$ cat src/rtl/dither_ctrl_pkg.sv
// Shared types and constants for the dither sequencer.
// State encodings, init length and default warm-up depth.
package dither_ctrl_pkg;

   localparam int T_BITS        = 16;
   localparam int DC_INIT_CYC   = 2;
   localparam int DC_WARMUP_DEF = 64;

   typedef enum logic [2:0] {
      DC_IDLE    = 3'd0,
      DC_INIT    = 3'd1,
      DC_WARM    = 3'd2,
      DC_RUN     = 3'd3,
      DC_RAMP_DN = 3'd4
   } dc_state_e;

   function automatic logic dc_busy(dc_state_e s);
      return (s == DC_INIT) || (s == DC_WARM) || (s == DC_RAMP_DN);
   endfunction

endpackage

$ cat src/rtl/dither_if.sv
// Modulator-side request/reply bundle of the dither sequencer.
// The modulator is master; dither_ctrl answers as slave.
interface dither_if
   import dither_ctrl_pkg::*;
#(
   parameter int DW = T_BITS
) ();

   logic          req_i;
   logic [DW-1:0] dith_o;
   logic          dith_valid_o;

   modport master (
      output req_i,
      input  dith_o,
      input  dith_valid_o
   );

   modport slave (
      input  req_i,
      output dith_o,
      output dith_valid_o
   );

endinterface

$ cat src/rtl/dither_shift.sv
// Combinational signed arithmetic right shifter.
// Sign bit fills the vacated MSBs.
module dither_shift #(
   parameter int DW      = 16,
   parameter int SHIFT_W = 3
) (
   input  logic [DW-1:0]      din,
   input  logic [SHIFT_W-1:0] sh,
   output logic [DW-1:0]      dout
);

   assign dout = $signed(din) >>> sh;

endmodule

$ cat src/rtl/dither_ctrl.sv
// Sequencer for the LFSR dither generator: reset, warm-up,
// per-request stepping, amplitude ramping and mute.
module dither_ctrl
   import dither_ctrl_pkg::*;
#(
   parameter int DW      = T_BITS,
   parameter int WARMUP  = DC_WARMUP_DEF,
   parameter int SHIFT_W = 3
) (
   input  logic               clock,
   input  logic               reset,
   input  logic               en_i,
   input  logic [SHIFT_W-1:0] amp_i,
   input  logic               cfg_we_i,
   input  logic [DW-1:0]      dith_i,
   dither_if.slave            mod,
   output logic               gen_reset_o,
   output logic               gen_step_o,
   output logic               busy_o,
   output logic [2:0]         state_o
);

   localparam int CW = (WARMUP > 3) ? $clog2(WARMUP + 1) : 2;
   localparam logic [SHIFT_W-1:0] MAX_SH = {SHIFT_W{1'b1}};
   localparam logic [CW-1:0] INIT_LAST = CW'(DC_INIT_CYC - 1);
   localparam logic [CW-1:0] WARM_LAST =
      CW'((WARMUP > 0) ? WARMUP - 1 : 0);

   dc_state_e          state_q;
   dc_state_e          state_n;
   logic [CW-1:0]      cnt_q;
   logic [CW-1:0]      cnt_n;
   logic [SHIFT_W-1:0] sh_q;
   logic [SHIFT_W-1:0] sh_n;
   logic [SHIFT_W-1:0] tgt_q;
   logic [SHIFT_W-1:0] tgt_eff;
   logic [SHIFT_W-1:0] sh_toward;
   logic [DW-1:0]      dith_q;
   logic [DW-1:0]      shifted;
   logic [DW-1:0]      reply;
   logic               valid_q;
   logic               busy_q;
   logic               reply_on;
   logic               gen_rst;
   logic               gen_step;

   // A coincident config write takes effect for this request's step.
   assign tgt_eff = cfg_we_i ? amp_i : tgt_q;

   always_comb begin
      sh_toward = sh_q;
      if (sh_q > tgt_eff) begin
         sh_toward = sh_q - SHIFT_W'(1);
      end else if (sh_q < tgt_eff) begin
         sh_toward = sh_q + SHIFT_W'(1);
      end
   end

   always_comb begin
      state_n  = state_q;
      cnt_n    = cnt_q;
      sh_n     = sh_q;
      gen_rst  = 1'b0;
      gen_step = 1'b0;
      reply_on = 1'b0;
      unique case (state_q)
         DC_IDLE: begin
            gen_rst = 1'b1;
            sh_n    = MAX_SH;
            cnt_n   = '0;
            if (en_i) begin
               state_n = DC_INIT;
            end
         end
         DC_INIT: begin
            gen_rst = 1'b1;
            if (!en_i) begin
               state_n = DC_IDLE;
               cnt_n   = '0;
            end else if (cnt_q == INIT_LAST) begin
               cnt_n   = '0;
               state_n = (WARMUP > 0) ? DC_WARM : DC_RUN;
            end else begin
               cnt_n = cnt_q + CW'(1);
            end
         end
         DC_WARM: begin
            gen_step = 1'b1;
            if (!en_i) begin
               state_n = DC_IDLE;
               cnt_n   = '0;
            end else if (cnt_q == WARM_LAST) begin
               cnt_n   = '0;
               state_n = DC_RUN;
            end else begin
               cnt_n = cnt_q + CW'(1);
            end
         end
         DC_RUN: begin
            gen_step = mod.req_i;
            if (mod.req_i) begin
               sh_n     = sh_toward;
               reply_on = 1'b1;
            end
            if (!en_i) begin
               state_n = DC_RAMP_DN;
            end
         end
         DC_RAMP_DN: begin
            gen_step = mod.req_i;
            // Re-enable resumes the ramp toward target without re-init.
            if (en_i) begin
               state_n = DC_RUN;
               if (mod.req_i) begin
                  sh_n     = sh_toward;
                  reply_on = 1'b1;
               end
            end else if (mod.req_i) begin
               if (sh_q == MAX_SH) begin
                  state_n = DC_IDLE;
               end else begin
                  sh_n     = sh_q + SHIFT_W'(1);
                  reply_on = 1'b1;
               end
            end
         end
         default: begin
            state_n = DC_IDLE;
         end
      endcase
   end

   dither_shift #(
      .DW      (DW),
      .SHIFT_W (SHIFT_W)
   ) u_shift (
      .din  (dith_i),
      .sh   (sh_n),
      .dout (shifted)
   );

   assign reply = reply_on ? shifted : '0;

   always_ff @(posedge clock or posedge reset) begin
      if (reset) begin
         state_q <= DC_IDLE;
         cnt_q   <= '0;
         sh_q    <= MAX_SH;
         tgt_q   <= MAX_SH;
         dith_q  <= '0;
         valid_q <= 1'b0;
         busy_q  <= 1'b0;
      end else begin
         state_q <= state_n;
         cnt_q   <= cnt_n;
         sh_q    <= sh_n;
         valid_q <= mod.req_i;
         busy_q  <= dc_busy(state_n);
         if (cfg_we_i) begin
            tgt_q <= amp_i;
         end
         if (mod.req_i) begin
            dith_q <= reply;
         end
      end
   end

   assign gen_reset_o      = gen_rst;
   assign gen_step_o       = gen_step;
   assign busy_o           = busy_q;
   assign state_o          = state_q;
   assign mod.dith_o       = dith_q;
   assign mod.dith_valid_o = valid_q;

endmodule
$ cat src/flat_wrapper.sv
// flat-port wrapper written by rule: the top's interface ports become plain ports
module dither_ctrl_flat import dither_ctrl_pkg::*;
#(
   parameter int DW      = T_BITS,
   parameter int WARMUP  = DC_WARMUP_DEF,
   parameter int SHIFT_W = 3
)
  (clock, reset, en_i, amp_i, cfg_we_i, dith_i, gen_reset_o, gen_step_o, busy_o, state_o, mod_req_i, mod_dith_o, mod_dith_valid_o);
  dither_if #(.DW(DW)) mod_i ();
  input  logic clock;
  input  logic reset;
  input  logic en_i;
  input  logic [SHIFT_W-1:0] amp_i;
  input  logic cfg_we_i;
  input  logic [DW-1:0] dith_i;
  output logic gen_reset_o;
  output logic gen_step_o;
  output logic busy_o;
  output logic [2:0] state_o;
  input wire logic [$bits(mod_i.req_i)-1:0] mod_req_i;
  output wire logic [$bits(mod_i.dith_o)-1:0] mod_dith_o;
  output wire logic [$bits(mod_i.dith_valid_o)-1:0] mod_dith_valid_o;
  assign mod_i.req_i = mod_req_i;
  assign mod_dith_o = mod_i.dith_o;
  assign mod_dith_valid_o = mod_i.dith_valid_o;
  dither_ctrl #(.DW(DW), .WARMUP(WARMUP), .SHIFT_W(SHIFT_W)) u_core (.clock(clock), .reset(reset), .en_i(en_i), .amp_i(amp_i), .cfg_we_i(cfg_we_i), .dith_i(dith_i), .mod(mod_i), .gen_reset_o(gen_reset_o), .gen_step_o(gen_step_o), .busy_o(busy_o), .state_o(state_o));
endmodule
$ cat config.mk
export PLATFORM = sky130hd
export DESIGN_NAME = dither_ctrl_flat
export DESIGN_NICKNAME = d
export VERILOG_FILES = /design/src/rtl/dither_ctrl_pkg.sv /design/src/rtl/dither_if.sv /design/src/rtl/dither_shift.sv /design/src/rtl/dither_ctrl.sv /design/src/flat_wrapper.sv
export SDC_FILE = /design/constraint.sdc
export NUM_CORES = 1
export LEC_CHECK = 0
export BUFFER_PORTS_ARGS = -buffer_cell sky130_fd_sc_hd__buf_4
export CORE_MARGIN = 1
export CORE_UTILIZATION = 60
export CTS_CLUSTER_DIAMETER = 50
export DETAILED_ROUTE_END_ITERATION = 10
export HOLD_SLACK_MARGIN = 0.06
export PLACE_DENSITY = 0.84
export REMOVE_ABC_BUFFERS = 1
export SYNTH_ARGS = -nofsm -noshare
export SYNTH_HDL_FRONTEND = slang
export SYNTH_SLANG_ARGS = --single-unit
$ cat constraint.sdc
create_clock -name clock -period 9.7 [get_ports clock]
set_input_delay 1.455 -clock clock [delete_from_list [all_inputs] [get_ports clock]]
set_output_delay 1.455 -clock clock [all_outputs]
set_load 0.005 [all_outputs]
==> flow_summary.toml, run 1 <==
[logic_synthesis]
synth-edff-count = 0
synthCells = 242
synthTopCellsByCount = "mux2i_1 (29), dfrtp_1 (28), nor2_1 (20)"
ys.warnings.count = 0
syn_avg_cell_area_um2 = 9.994
synth_seq_cells = 34
ys_async_sr_fraction_pct = 100.0
synth_area_leaders = "dfrtp_1 (29%), mux2i_1 (12%), dfstp_2 (6.5%)"
synthMostInstantiatedCell = "mux2i_1"
synth_cell_types = 59
ys_seq_area_share_pct = 35.49
synth_top_area_share_pct = 28.97
yosysTopAreaCell = "dfrtp_1"
synthesis.area_um2 = 2419
ys.flop_type = "dfrtp_1"

[power]
p_leak_nw = 1.436
irDropWorstVdd_mv = 0.1405
totalPowerFinal_mw = 0.4183
p_per_area_nw_per_um2 = 147.5

[drt]
wl_per_cell_um = 16.27
antenna_left = 0
wl_um = 5450
initialDrtViolationCount = 117
route.detailed.drc = 0
dr.pass1.iters = 5
num_vias = 2076
vias_per_cell = 6.197

[worst_hold_path]
holdPathEnd = "u_core.mod.dith_o[9]$_DFFE_PP0P_"
hold_depth = 1
worstHoldPathType = "reg2reg"
hold_path_startpoint = "u_core.mod.dith_o[9]$_DFFE_PP0P_"

[global_route]
overflow = 0
grt_max_degree = 35
antenna_found_initial = 0
grt_first_pass_wirelength_um = 8907
grt_pass1_vias = 1910
grt_use_total_pct = 27.45

[cts]
cts_buffer_depth = 2
cts_resized = 0
clkSlewWorstSetupHoldPaths_ns = 0.07
hold_buffers = 0
root_buffer = "clkbuf_8"
h-tree-depth = 2
cts.sinks = 34
cts_buffers = 5
postCtsSetupRepairBufs = 0
cts_tree = "yes"
clk-insertion-delay-late_ns = 0.29

[die]
die_h_um = 65.49
io_pins = 47
die-area_um2 = 4289
initial_core_util_pct = 64.13
core-area_um2 = 3771
chipWidth_um = 65.49
fp-row-count = 22

[cells_and_area]
regArea_um2 = 858.3
num-fill-cells = 278
multi_input_area_um2 = 1388
drive_gt1_share_pct = 29.27
fin_nets = 319
antennaDiodeCount = 0
area_growth_pct = 17.28
final_cells = 335

[placement]
numPortBuffers = 46
dp_hpwl_um = 3870
pre_cts_slack_ns = 5.011
post-place-cells = 327
gp_congestion = 0.8569

[timing]
layout_setup_ws_ns = 5.279
finalHoldViolCount = 0
post-route-min-period_ns = 4.421
rsz0062_at_grt = "no"
fin_tns_setup_ns = 0
max_freq_ghz = 0.2262
setup_viol = 0
worstMarginPinSlew_ns = 0.9874
drv_slew = 0
whs_ns = 0.5155
maxSlewHeadroom_pct = 34.18
fin_crit_sh_pct = 45.58
skew_ns = 0.007952

[setup_path]
reg2regPathDepth = 10
worst_setup_path_start_kind = "input pin"
worstPathRequired_ns = 9.87
reg2reg_to = "u_core.mod.dith_o[10]$_DFFE_PP0P_"
arrival_ns = 4.59
regToRegSetupSlack_ns = 6.23
reg2reg_from = "u_core.sh_q[0]$_DFF_PP1_"
path_class = "in2reg"
cp_max_fo = 15
cp-end-kind = "flip-flop"

[flow_run]
maxCapViolCount = 0

[outcome]
status = "completed"
## layout by cell type (no fill, tap or decap), drive strengths merged, types with 6 or more instances in the layout
cell type / n
nor2: 21
a221o: 12
mux2i: 29
clkbuf: 8
ha: 9
o21ai: 17
inv: 17
dfrtp: 28
dfstp: 6
a21oi: 11
nor2b: 7
buf: 47
nand2: 13
## final cells by class
class / instances / share of cell area, %
well taps: 48 / 2.117
flip-flops and latches: 34 / 30.26
repair buffers: 47 / 12.44
clock buffers: 8 / 3.882
multi-input cells: 180 / 48.92
inverters: 18 / 2.382
## flip-flops by register name, indices dropped and copies added (netlist names)
name and count:
u_core.sh_q 3, u_core.busy_o 1, u_core.state_o 3, u_core.mod.dith_valid_o 1, u_core.mod.dith_o 16, u_core.cnt_q 7
u_core.tgt_q 3
## cells by family after synthesis
kind of cell	Yosys count	share of synthesized area [%]
and+or+nand+nor	70	15.93
DFF	34	35.49
adders and majority gates	9	4.656
xor gates and xnor gates	1	0.3622
AOI/OAI and AO/OA	64	20.07
muxes	36	16.35
buffers and inverters	28	7.139
## stage by stage
stage | utilization [%] | instance area [um^2]
3_5_place_dp | 72.30 | 2726
2_1_floorplan | - | 2313
6_report | 75.22 | 2836
5_1_grt | 75.22 | 2836
3_3_place_gp | 72.30 | 2726
4_1_cts | 75.22 | 2836
## worst max-delay path, cell delays in order
cell	delay (ns)
buf_4	0.10
mux2_2	0.34
ha_1	0.19
nand2b_1	0.15
a21oi_1	0.29
mux2i_1	0.17
o41ai_4	0.73
inv_2	0.32
nor2_1	0.18
mux2_2	0.36
a221o_1	0.29
## worst max path at each step
stage / startpoint / to / slack (ns) / cells past startpoint
finish: cfg_we_i / u_core.mod.dith_o[10]$_DFFE_PP0P_ / 5.28 / 11
global placement: cfg_we_i / u_core.mod.dith_o[10]$_DFFE_PP0P_ / 5.12 / 11
floorplan: cfg_we_i / u_core.mod.dith_o[10]$_DFFE_PP0P_ / 5.40 / 10
CTS: cfg_we_i / u_core.mod.dith_o[10]$_DFFE_PP0P_ / 5.30 / 11
global route: cfg_we_i / u_core.mod.dith_o[10]$_DFFE_PP0P_ / 5.08 / 11
detailed placement: cfg_we_i / u_core.mod.dith_o[10]$_DFFE_PP0P_ / 5.01 / 11
## metal layers
| metal | up-vias | GRT usage [%] | part of all wire [%] |
|---|---|---|---|
| li1 | 982 | - | - |
| met1 | 1017 | 38.97 | 47 |
| met2 | 72 | 41.49 | 47 |
| met3 | 5 | 6.597 | 5.6 |
| met4 | 0 | 7.880 | 0.99 |
| met5 | - | 0 | 0 |
## power breakdown
group | internal [mW] | total, mW | switching [mW]
Sequential | 0.155 | 0.166 | 0.0114
Clock | 0.0717 | 0.124 | 0.0519
Combinational | 0.0595 | 0.129 | 0.0691
Total | 0.286 | 0.418 | 0.132
No activity file was read; power rests on OpenSTA's default activity.
==> inputs of run 2 (changes only) <==
CORE_UTILIZATION = 56   (was 60)
PLACE_DENSITY = 0.79   (was 0.84)
clock period = 4.6 ns   (was 9.7 ns; I/O delays follow)
==> run 2 against run 1 <==
Against the previous run: combinational power grew 110%; non-clock buffer count is the same; wire length down 0.53%; via count decreased by 3.0%; die area increased by 6.9%.
==> flow_summary.toml, run 2 (synthesis results as in run 1) <==
[global_route]
use_met1_pct = 35.23
busiest_layer = "met2"
grt_first_pass_wirelength_um = 8797
grt_pass1_vias = 1906
grt.met3_usage_pct = 6.588
antenna_found_initial = 0
met2_usage_pct = 39.23
overflow = 0
grt_use_total_pct = 25.96
grt_max_degree = 35

[flow_run]
maxCapViolCount = 0

[timing]
post-route-min-period_ns = 3.628
fin_tns_setup_ns = 0
maxSlewHeadroom_pct = 38.69
worstMarginPinSlew_ns = 0.9196
finalHoldViolCount = 0
drv_slew = 0
max_freq_ghz = 0.2756
skew_ns = 0.01047
rsz0062_at_grt = "no"
setup_viol = 0
fin_crit_sh_pct = 78.87

[drt]
num_vias = 2013
wl_um = 5421
antenna_left = 0
dr.pass1.iters = 4
wl_per_cell_um = 16.09
vias_per_cell = 5.973
route.detailed.drc = 0
initialDrtViolationCount = 95

[worst_hold_path]
worstHoldPathType = "in2async"

[cts]
cts_buffer_depth = 2
clk-insertion-delay-late_ns = 0.29
postCtsSetupRepairBufs = 0
cts_buffers = 5
cts_tree = "yes"
h-tree-depth = 2
root_buffer = "clkbuf_8"
clkSlewWorstSetupHoldPaths_ns = 0.08
cts_resized = 0
cts.sinks = 34
hold_buffers = 0

[setup_path]
regToRegSetupSlack_ns = 1.14
worstPathRequired_ns = 4.78
arrival_ns = 3.81
path_cells = "buf_4, mux2_2, ha_1, nand2b_1, a21oi_1, mux2i_1, o41ai_4, inv_2, nor2_1, mux2_2, a221o_1"
reg2reg_from = "u_core.tgt_q[1]$_DFF_PP1_"
crit_top_cell = "mux2_2"
worst_setup_path_start_kind = "input pin"
reg2reg_to = "u_core.mod.dith_o[10]$_DFFE_PP0P_"
cp-end-kind = "flip-flop"
critical_path.startpoint = "cfg_we_i"
cp_slowest_cell = "o41ai_4"
reg2regPathDepth = 10
cp_max_fo = 15
cp_slowest_stage_delay_ns = 0.73
path_class = "in2reg"

[power]
totalPowerFinal_mw = 0.8512
p_per_area_nw_per_um2 = 301.8
p_leak_nw = 1.427
irDropWorstVdd_mv = 0.2127

[placement]
dp_hpwl_um = 3909
numPortBuffers = 46
place_area_um2 = 2729
gp_congestion = 0.8730

[die]
fp-row-count = 23
core-area_um2 = 4086
chipWidth_um = 67.72
io_pins = 47
die_h_um = 67.72
die-area_um2 = 4586
initial_core_util_pct = 59.19

[cells_and_area]
fin_nets = 319
area_growth_pct = 16.61
utilization_pct = 69.01
antennaDiodeCount = 0
layout_common_cells = "buf_4 (47), mux2i_1 (29), dfrtp_1 (28)"
num-fill-cells = 342
drive_gt1_share_pct = 28.92
layout_commonest_cell = "buf_4"
final_area_um2 = 2820
largest_reg_flops = 16
multi_input_area_um2 = 1388
regArea_um2 = 858.3

[outcome]
status = "completed"
[run 2: stage by stage]
step	hold slack (ns)	cells	setup WS [ns]
4_1_cts	0.5051	337	0.9674
5_1_grt	0.5194	337	0.7998
2_1_floorplan	0.4784	232	1.065
3_3_place_gp	0.4926	329	0.7838
3_5_place_dp	0.4805	329	0.6353
6_report	0.4968	337	0.9719
[run 2: final cells by class]
| cell class | count | area share, % |
|---|---|---|
| inverter | 18 | 2.396 |
| multi-input combinational | 180 | 49.20 |
| clock buffer | 7 | 3.061 |
| timing repair buffer | 47 | 12.51 |
| sequential | 34 | 30.43 |
| tap | 50 | 2.218 |
| clock inverter | 1 | 0.1775 |
[run 2: power breakdown]
group          internal [mW]  switching, mW  total (mW)
Combinational          0.126          0.145       0.271
Sequential             0.326         0.0240       0.350
Clock                  0.121          0.110       0.230
Total                  0.573          0.278       0.851
[run 2: layer usage]
metal	vias up	share of wire (%)
li1	985	-
met2	52	46
met5	-	0
met4	0	1.3
met1	969	48
met3	7	4.6
[run 2: how the worst max path moves through the flow]
stage                                                    to  slack (ns)  depth (start not counted)
after global placement    u_core.mod.dith_o[10]$_DFFE_PP0P_        0.78                         11
final                     u_core.mod.dith_o[10]$_DFFE_PP0P_        0.97                         11
after floorplan           u_core.mod.dith_o[10]$_DFFE_PP0P_        1.07                         10
after CTS                 u_core.mod.dith_o[10]$_DFFE_PP0P_        0.97                         11
after global routing      u_core.mod.dith_o[10]$_DFFE_PP0P_        0.80                         11
after detailed placement  u_core.mod.dith_o[10]$_DFFE_PP0P_        0.64                         11
[run 2: worst max-delay path: cells and delay by family]
family	cells	cell delay (ns)
AOI/OAI and AO/OA	3	1.32
muxes	3	0.86
buffers and inverters	2	0.41
and+or+nand+nor	2	0.33
adders and majority gates	1	0.19
